**src/rtl/prog_delay_timer.sv**
```systemverilog
// Programmable millisecond delay timer: target = BASE_MS + code*STEP_MS, done pulse on expiry.
// Optional macro PROG_DELAY_TIMER_RAND_CODE_EN takes the code from an internal 16-bit LFSR.
module prog_delay_timer #(
    parameter int TICKS_PER_MS = 50000,
    parameter int CODE_W       = 4,
    parameter int BASE_MS      = 1000,
    parameter int STEP_MS      = 125,
    parameter int CNT_W        = 32,
    parameter bit AUTO_RELOAD  = 1'b0
) (
    input  logic              clk,
    input  logic              rst,
    input  logic              start,
    input  logic              cancel,
    input  logic [CODE_W-1:0] delay_code,
    output logic              busy,
    output logic              delay_done,
    output logic [CNT_W-1:0]  remaining_ms
);
    localparam int              PRE_W   = (TICKS_PER_MS > 1) ? $clog2(TICKS_PER_MS) : 1;
    localparam logic [PRE_W-1:0] PRE_MAX = PRE_W'(TICKS_PER_MS - 1);

    typedef enum logic {IDLE, RUN} state_t;

    state_t             state_q;
    logic [PRE_W-1:0]   presc_q;
    logic [CNT_W-1:0]   ms_cnt_q;
    logic [CNT_W-1:0]   target_q;
    logic [CNT_W-1:0]   remaining_q;
    logic               busy_q;
    logic               done_q;

    logic [CODE_W-1:0]  code_sel;
    logic [CNT_W-1:0]   target_d;
    logic [CNT_W-1:0]   ms_cnt_d;
    logic               tick_ms;
    logic               expire;

`ifdef PROG_DELAY_TIMER_RAND_CODE_EN
    // Free-running Fibonacci LFSR (taps 16,14,13,11); CODE_W must not exceed 16.
    logic [15:0] lfsr_q;
    logic        unused_delay_code;

    always_ff @(posedge clk or posedge rst) begin
        if (rst) begin
            lfsr_q <= 16'hACE1;
        end else begin
            lfsr_q <= {lfsr_q[14:0], lfsr_q[15] ^ lfsr_q[13] ^ lfsr_q[12] ^ lfsr_q[10]};
        end
    end

    assign code_sel          = lfsr_q[CODE_W-1:0];
    assign unused_delay_code = ^delay_code;
`else
    assign code_sel = delay_code;
`endif

    assign target_d = CNT_W'(BASE_MS) + CNT_W'(code_sel) * CNT_W'(STEP_MS);
    assign tick_ms  = (presc_q == PRE_MAX);
    assign ms_cnt_d = ms_cnt_q + CNT_W'(1);
    assign expire   = tick_ms && (ms_cnt_d == target_q);

    always_ff @(posedge clk or posedge rst) begin
        if (rst) begin
            state_q     <= IDLE;
            presc_q     <= '0;
            ms_cnt_q    <= '0;
            target_q    <= '0;
            remaining_q <= '0;
            busy_q      <= 1'b0;
            done_q      <= 1'b0;
        end else begin
            done_q <= 1'b0;
            case (state_q)
                IDLE: begin
                    if (start && !cancel) begin
                        target_q    <= target_d;
                        remaining_q <= target_d;
                        presc_q     <= '0;
                        ms_cnt_q    <= '0;
                        busy_q      <= 1'b1;
                        state_q     <= RUN;
                    end
                end
                RUN: begin
                    // Cancel has priority over expiry, so an aborted round never pulses.
                    if (cancel) begin
                        presc_q     <= '0;
                        ms_cnt_q    <= '0;
                        target_q    <= '0;
                        remaining_q <= '0;
                        busy_q      <= 1'b0;
                        state_q     <= IDLE;
                    end else if (expire) begin
                        done_q   <= 1'b1;
                        presc_q  <= '0;
                        ms_cnt_q <= '0;
                        if (AUTO_RELOAD) begin
                            target_q    <= target_d;
                            remaining_q <= target_d;
                        end else begin
                            target_q    <= '0;
                            remaining_q <= '0;
                            busy_q      <= 1'b0;
                            state_q     <= IDLE;
                        end
                    end else begin
                        presc_q <= tick_ms ? '0 : presc_q + PRE_W'(1);
                        if (tick_ms) begin
                            ms_cnt_q    <= ms_cnt_d;
                            remaining_q <= target_q - ms_cnt_d;
                        end
                    end
                end
                default: state_q <= IDLE;
            endcase
        end
    end

    assign busy         = busy_q;
    assign delay_done   = done_q;
    assign remaining_ms = remaining_q;
endmodule
```
**config.mk**
```make
export PLATFORM = sky130hd
export DESIGN_NAME = prog_delay_timer
export DESIGN_NICKNAME = d
export VERILOG_FILES = /design/src/rtl/prog_delay_timer.sv
export SDC_FILE = /design/constraint.sdc
export NUM_CORES = 1
export LEC_CHECK = 0
export CAP_MARGIN = 0
export CELL_PAD_IN_SITES_DETAIL_PLACEMENT = 0
export CELL_PAD_IN_SITES_GLOBAL_PLACEMENT = 2
export CORE_MARGIN = 5
export CORE_UTILIZATION = 40
export CTS_BUF_LIST = sky130_fd_sc_hd__clkbuf_16
export CTS_CLUSTER_DIAMETER = 80
export DETAILED_ROUTE_END_ITERATION = 10
export HOLD_SLACK_MARGIN = 0.02
export PLACE_DENSITY = 0.88
export SETUP_SLACK_MARGIN = 0.1
export SKIP_LAST_GASP = 1
export SYNTH_ARGS = -nofsm -noshare
export SYNTH_HDL_FRONTEND = slang
export SYNTH_SLANG_ARGS = --single-unit
```
**constraint.sdc**
```tcl
create_clock -name clk -period 7.22 [get_ports clk]
set_clock_uncertainty 0.05 [all_clocks]
set_input_delay 1.444 -clock clk [delete_from_list [all_inputs] [get_ports clk]]
set_output_delay 1.444 -clock clk [all_outputs]
set_load 0.01 [all_outputs]
```
==> results.txt, run 1 <==
pin count of the biggest net entering global routing: 65
drt drc: 0
vias in the first global route: 5051
Hold WC Path Type: reg -> reg
net count after synthesis: 755
Hold WS: 0.4272 ns
final instance area: 7188 µm²
Worst-path clk slew: 0.06 ns
drt pass-1 iters: 4
Seq/Total Area, Yosys: 0.3753
Tot GR Track Use: 0.1801
CTS Buf Count: 9
# rows: 46
Final TNS setup: 0 ns
dominant cell type by area after synthesis: dfrtp_1
antenna viol nets, final: 0
starting density of the core: 0.4031
WP data arrival: 5.15 ns
crit share post-route: 0.6873
f_max: 201.5 MHz
post-synthesis cell count: 709
Die Y: 135.8 µm
Final Hold Viols: 0
first-pass GRT wire length: 26.39 mm
CTS H-tree lvls: 3
Main synth FF type: dfrtp_1
Slew @ Worst Pin: 0.9121 ns
top-count cell post-synth: nand2_1
leak pwr: 3.095 nW
final slew viol count: 0
worst path cell trace: clkdlybuf4s50_1, inv_1, ha_1, fa_1, fa_1, ha_1, a21o_1, a21o_1, a21oi_1, o21bai_1, a21oi_1, o21bai_1, xor2_1, o21ai_0, o22a_1
largest cells by area after synthesis: dfrtp_1 (38%), ha_1 (6.1%), nand2_1 (5.9%)
IO Pins: 42
Crit Path Class: in -> reg
Finished Layout Cells: 952
number of DRC markers in iteration 0: 288
Worst VDD drop: 0.0001870 V
Final Net Count: 777
DR WL/cell: 16.74 µm
synthesized area: 6334 µm²
Slowest cell on crit path: clkdlybuf4s50_1
status: finished clean
clock sinks: 95
GRT overflow: 0
deepest clock path buffer count: 2
Vias: 5194
Die Wd: 135.8 µm
Placed Cells: 936
Post-synth EDFFs: 0
Post-CTS Setup Bufs: 0
Mapped Avg Cell Area: 8.933 µm²
dpl cell area: 6907 µm²
post-cts sizing count: 0
pwr dens: 356.8 nW/µm²
peak per-stage delay on the critical path: 0.53 ns
critical-path maximum fanout: 4
Die ar.: 18450 µm²
top-area cell type share of the netlist area: 0.3753
Crit path max-delay family: adder cells
unrepaired setup endpoints after global routing: false
area growth from synthesis to layout: 13.49%
slew margin rel.: 0.3839
CTS tree: done
synthesis warning total: 0
antenna violations before repair: 0
Detailed Route WL: 15.94 mm
via/cell ratio: 5.456
# port buffers: 41
Synth async-reset ratio: 1.000
total power: 2.565 mW
Worst setup SP type: input port
post-DP HPWL: 11.45 mm
Final Critical Period: 4.962 ns
Req. time, crit path: 7.41 ns
# diodes: 0
Setup Viol. Count Final: 0
CP Buf/Inv Count: 2
total of max-cap violations: 0
#FFs+latches synth: 95
CTS Root Cell: clkbuf_16
# fillers: 1542
Synth top cells by count: nand2_1 (99), dfrtp_1 (95), o21ai_0 (47)
hold_buf cts: 0
Yosys cell types: 61
Core ar.: 15710 µm²
Skew-Pair Late Insertion Delay: 0.35 ns
layout cell share with drive strength beyond 1: 0.05163
Critical Path End Type: flip-flop
Placer Congestion: 0.8764
==> per-stage QoR <==
stage	worst slack, ns	util
2_1_floorplan	2.714	-
3_3_place_gp	1.993	0.4396
3_5_place_dp	1.879	0.4396
4_1_cts	2.249	0.4575
5_1_grt	1.953	0.4575
6_report	2.258	0.4575
==> cell families after synthesis <==
| logic type | count (synthesis) | share of synthesized area |
|---|---|---|
| and+or+nand+nor | 255 | 0.2096 |
| DFF | 95 | 0.3753 |
| xor gates and xnor gates | 69 | 0.09660 |
| AOI/OAI and AO/OA | 177 | 0.1827 |
| buffers and inverters | 71 | 0.04603 |
| muxes | 4 | 0.006322 |
| adders and majority gates | 38 | 0.08337 |
==> placed cells by master (no fill, tap or decap), types with 12 or more instances in the layout <==
cell	count
a21o_1	12
a21oi_1	17
a22o_1	14
and3_1	13
clkdlybuf4s50_1	41
dfrtp_1	95
ha_1	31
inv_1	36
nand2_1	98
nand3_1	20
nand4_1	16
nor2_1	33
nor3_1	12
o21ai_0	47
o21ai_1	20
o31ai_1	29
xnor2_1	39
xor2_1	29
==> routing by layer <==
metal | vias up | GRT usage | routed length [µm]
met1 | 2482 | 0.2461 | 7470
met2 | 118 | 0.2956 | 7564
met5 | - | 0 | 0
met3 | 19 | 0.02591 | 611
met4 | 0 | 0.05767 | 288
li1 | 2575 | - | -
==> cell type report <==
class / instances / area (µm²) / share of cell area
clock buffer: 9 / 225.2 / 0.03133
inverter: 35 / 133.9 / 0.01862
multi-input combinational: 543 / 3670 / 0.5105
clock inverter: 7 / 56.30 / 0.007833
tap: 216 / 270.3 / 0.03760
sequential: 95 / 2377 / 0.3307
timing repair buffer: 47 / 455.4 / 0.06336
==> path summary, 6_finish.rpt <==
| path | start | end | slack, ns | depth (start not counted) |
|---|---|---|---|---|
| worst max-delay path | delay_code[3] | remaining_ms[11]$_DFFE_PP0P_ | 2.26 | 15 |
| worst min-delay path | remaining_ms[13]$_DFFE_PP0P_ | remaining_ms[13]$_DFFE_PP0P_ | 0.43 | 2 |
| worst max register to register | ms_cnt_q[0]$_DFFE_PP0P_ | remaining_ms[18]$_DFFE_PP0P_ | 2.85 | 13 |
| worst min register to register | remaining_ms[13]$_DFFE_PP0P_ | remaining_ms[13]$_DFFE_PP0P_ | 0.43 | 2 |
| max in group asynchronous | rst | remaining_ms[26]$_DFFE_PP0P_ | 4.54 | 3 |
| min in group asynchronous | rst | remaining_ms[6]$_DFFE_PP0P_ | 1.39 | 2 |
==> sequential cells by signal, summed over array words and instances, names as in the netlist <==
signal,count
remaining_ms,32
target_q,12
ms_cnt_q,32
presc_q,16
state_q,1
delay_done,1
busy,1
==> worst reg2reg max path, cell delays in order (launching register included) <==
cell	delay, ns
dfrtp_1	0.44
ha_1	0.27
nand3_1	0.31
nor2_1	0.38
nand2_1	0.13
xor2_1	0.18
ha_1	0.24
or3_1	0.35
or3_1	0.36
a41oi_1	0.76
nor2_1	0.28
a2bb2oi_1	0.25
xnor2_1	0.16
o21ai_1	0.09
==> where the power goes <==
group	internal, mW	switching (mW)	leakage (nW)	total [mW]
combinational	0.575	0.753	1.68	1.33
clock	0.263	0.209	0.141	0.472
sequential	0.661	0.104	1.27	0.765
total	1.50	1.07	3.09	2.56
No activity file was read; power rests on OpenSTA's default activity.
==> inputs of run 2 (changes only) <==
--- a/config.mk
+++ b/config.mk
@@ -9,12 +9,12 @@
 export CELL_PAD_IN_SITES_DETAIL_PLACEMENT = 0
 export CELL_PAD_IN_SITES_GLOBAL_PLACEMENT = 2
 export CORE_MARGIN = 5
-export CORE_UTILIZATION = 40
+export CORE_UTILIZATION = 38
 export CTS_BUF_LIST = sky130_fd_sc_hd__clkbuf_16
 export CTS_CLUSTER_DIAMETER = 80
 export DETAILED_ROUTE_END_ITERATION = 10
 export HOLD_SLACK_MARGIN = 0.02
-export PLACE_DENSITY = 0.88
+export PLACE_DENSITY = 0.84
 export SETUP_SLACK_MARGIN = 0.1
 export SKIP_LAST_GASP = 1
 export SYNTH_ARGS = -nofsm -noshare
==> constraint.sdc (replaced) <==
create_clock -name clk -period 4.69 [get_ports clk]
set_clock_uncertainty 0.05 [all_clocks]
set_input_delay 0.938 -clock clk [delete_from_list [all_inputs] [get_ports clk]]
set_output_delay 0.938 -clock clk [all_outputs]
set_load 0.01 [all_outputs]
==> run 2 against run 1 <==
Effect of this change: utilization down 1.4 points; via count is 0.85% higher; clock-buffer cell count stayed put; worst hold slack got worse by 0.0019 ns; routed wire length down 1.4%; highest routed layer unchanged; largest cell class unchanged; non-clock buffer count increased by 16; first-iteration DRC count grew 23%; setup slack lost 1.9 ns; combinational power is 56% higher; design area is 1.6% higher.
==> results.txt, run 2 (synthesized netlist as in run 1, its figures left out) <==
worst reg2reg path depth: 13
Worst-path clk slew: 0.07 ns
number of DRC markers in iteration 0: 354
CTS tree: done
switching pwr: 1.639 mW
Slowest cell on crit path: fa_1
Slew @ Worst Pin: 0.8554 ns
setup ws final: 0.3700 ns
pwr dens: 539.2 nW/µm²
post-DP HPWL: 11.64 mm
antenna viol nets, final: 0
drt drc: 0
DRT met1 WL: 7.332 mm
leading cell type in the layout, fill and taps excluded: nand2_1
max layer used: met4
drt pass-1 iters: 4
Die Y: 139.1 µm
Worst VDD drop: 0.0002045 V
Critical Path End Type: flip-flop
f_max: 231.5 MHz
status: finished clean
Die ar.: 19350 µm²
Hold WC Path Type: reg -> reg
Final Net Count: 793
Internal: 2.299 mW
wire length on met2: 7.562 mm
CTS Root Cell: clkbuf_16
CTS Buf Count: 9
layout cell share with drive strength beyond 1: 0.07580
met3 wire length: 516 µm
Detailed Route WL: 15.71 mm
total power: 3.938 mW
Setup Viol. Count Final: 0
leak pwr: 3.161 nW
Final TNS setup: 0 ns
Skew-Pair Late Insertion Delay: 0.35 ns
# fillers: 1661
Crit Path Class: in -> reg
Final Critical Period: 4.320 ns
Die Wd: 139.1 µm
Post-CTS Setup Bufs: 0
Comb power frac: 0.527
antenna violations before repair: 0
WP data arrival: 4.51 ns
clock sinks: 95
starting density of the core: 0.3847
hold_buf cts: 0
sw frac: 0.4162
post-cts sizing count: 0
Tot GR Track Use: 0.1662
deepest clock path buffer count: 2
DR WL/cell: 16.17 µm
Placer Congestion: 0.8478
Finished Layout Cells: 972
Final Hold Viols: 0
# diodes: 0
peak per-stage delay on the critical path: 0.53 ns
critical-path maximum fanout: 5
Core ar.: 16470 µm²
dpl cell area: 7032 µm²
worst path cell trace: clkdlybuf4s50_1, ha_1, fa_1, fa_1, ha_1, a21o_1, a21o_1, a21oi_1, o21bai_1, a21oi_1, o21bai_1, xor2_1, o21ai_0, o22a_1
# rows: 47
Hold Path Depth: 2
Placed Cells: 956
# port buffers: 41
vias in the first global route: 5126
Worst setup SP type: input port
GRT overflow: 0
crit share post-route: 0.9211
Vias: 5238
final slew viol count: 0
first-pass GRT wire length: 26.40 mm
total of max-cap violations: 0
via/cell ratio: 5.389
Clock power frac: 0.177
final instance area: 7303 µm²
Post-Place Setup Slack: -0.002615 ns
Req. time, crit path: 4.88 ns
unrepaired setup endpoints after global routing: false
most frequent cells in the layout: nand2_1 (98), dfrtp_1 (95), o21ai_0 (47)
pin count of the biggest net entering global routing: 67
IO Pins: 42
slew margin rel.: 0.4297
area growth from synthesis to layout: 15.31%
CTS H-tree lvls: 3
Reg power frac: 0.296
[run 2: changes by cell type in the layout (fill, tap and decap cells not counted)]
| cell | before | now |
|---|---|---|
| inv_6 | 0 | 2 |
| bufinv_16 | 1 | 0 |
| inv_1 | 36 | 34 |
| buf_4 | 6 | 22 |
| clkinv_2 | 0 | 1 |
| clkinv_4 | 0 | 1 |
| clkinv_1 | 3 | 2 |
[run 2: power groups by stage]
stage | registers [mW] | logic (mW) | clock network [mW]
finish | 1.17 | 2.07 | 0.699
global route | 1.20 | 2.30 | 0.751
CTS | 1.17 | 2.10 | 0.721
detailed placement | 1.18 | 2.09 | 0
global placement | 1.18 | 2.06 | 0
floorplan | 1.20 | 1.34 | 0
[run 2: routing by layer]
metal	GRT usage	vias to the layer above
met2	0.2779	92
met4	0.05922	0
li1	-	2598
met1	0.2210	2530
met5	0	-
met3	0.02276	18
[run 2: through the flow]
stage | utilization | hold slack [ns]
finish | 0.4435 | 0.4253
global route | 0.4435 | 0.4478
CTS | 0.4435 | 0.4315
detailed placement | 0.4271 | 0.4172
global placement | 0.4271 | 0.4111
floorplan | - | 0.4063
[run 2: cell type report]
type,instances,area (µm²),area share
Clock buffer,9,225.2,0.03084
Timing Repair Buffer,63,575.6,0.07881
Multi-Input combinational cell,543,3670,0.5025
Sequential cell,95,2377,0.3255
Inverter,35,133.9,0.01833
Tap cell,220,275.3,0.03769
Clock inverter,7,46.29,0.006339
[run 2: critical path: cells and delay by family]
kind	cells	cell delay, ns
adders and majority gates	4	1.75
AOI/OAI and AO/OA	8	1.17
buffers and inverters	1	0.50
xor gates and xnor gates	1	0.16
[run 2: final timing paths]
check                                             start                           end  slack [ns]
min                        remaining_ms[16]$_DFFE_PP0P_  remaining_ms[16]$_DFFE_PP0P_        0.43
max in group asynchronous                           rst      ms_cnt_q[19]$_DFFE_PP0P_        2.77
max                                       delay_code[2]  remaining_ms[11]$_DFFE_PP0P_        0.37
max reg2reg                     ms_cnt_q[0]$_DFFE_PP0P_       target_q[2]$_DFFE_PP0P_        0.65
min in group asynchronous                           rst   remaining_ms[4]$_DFFE_PP0P_        1.06
min reg2reg                remaining_ms[16]$_DFFE_PP0P_  remaining_ms[16]$_DFFE_PP0P_        0.43
==> inputs of run 3 (changes only) <==
--- a/config.mk
+++ b/config.mk
@@ -20,3 +20,4 @@
 export SYNTH_ARGS = -nofsm -noshare
 export SYNTH_HDL_FRONTEND = slang
 export SYNTH_SLANG_ARGS = --single-unit
+export TNS_END_PERCENT = 50
==> results of run 3 <==
Same layout as run 2: the final DEF is identical, and so are final timing and power.
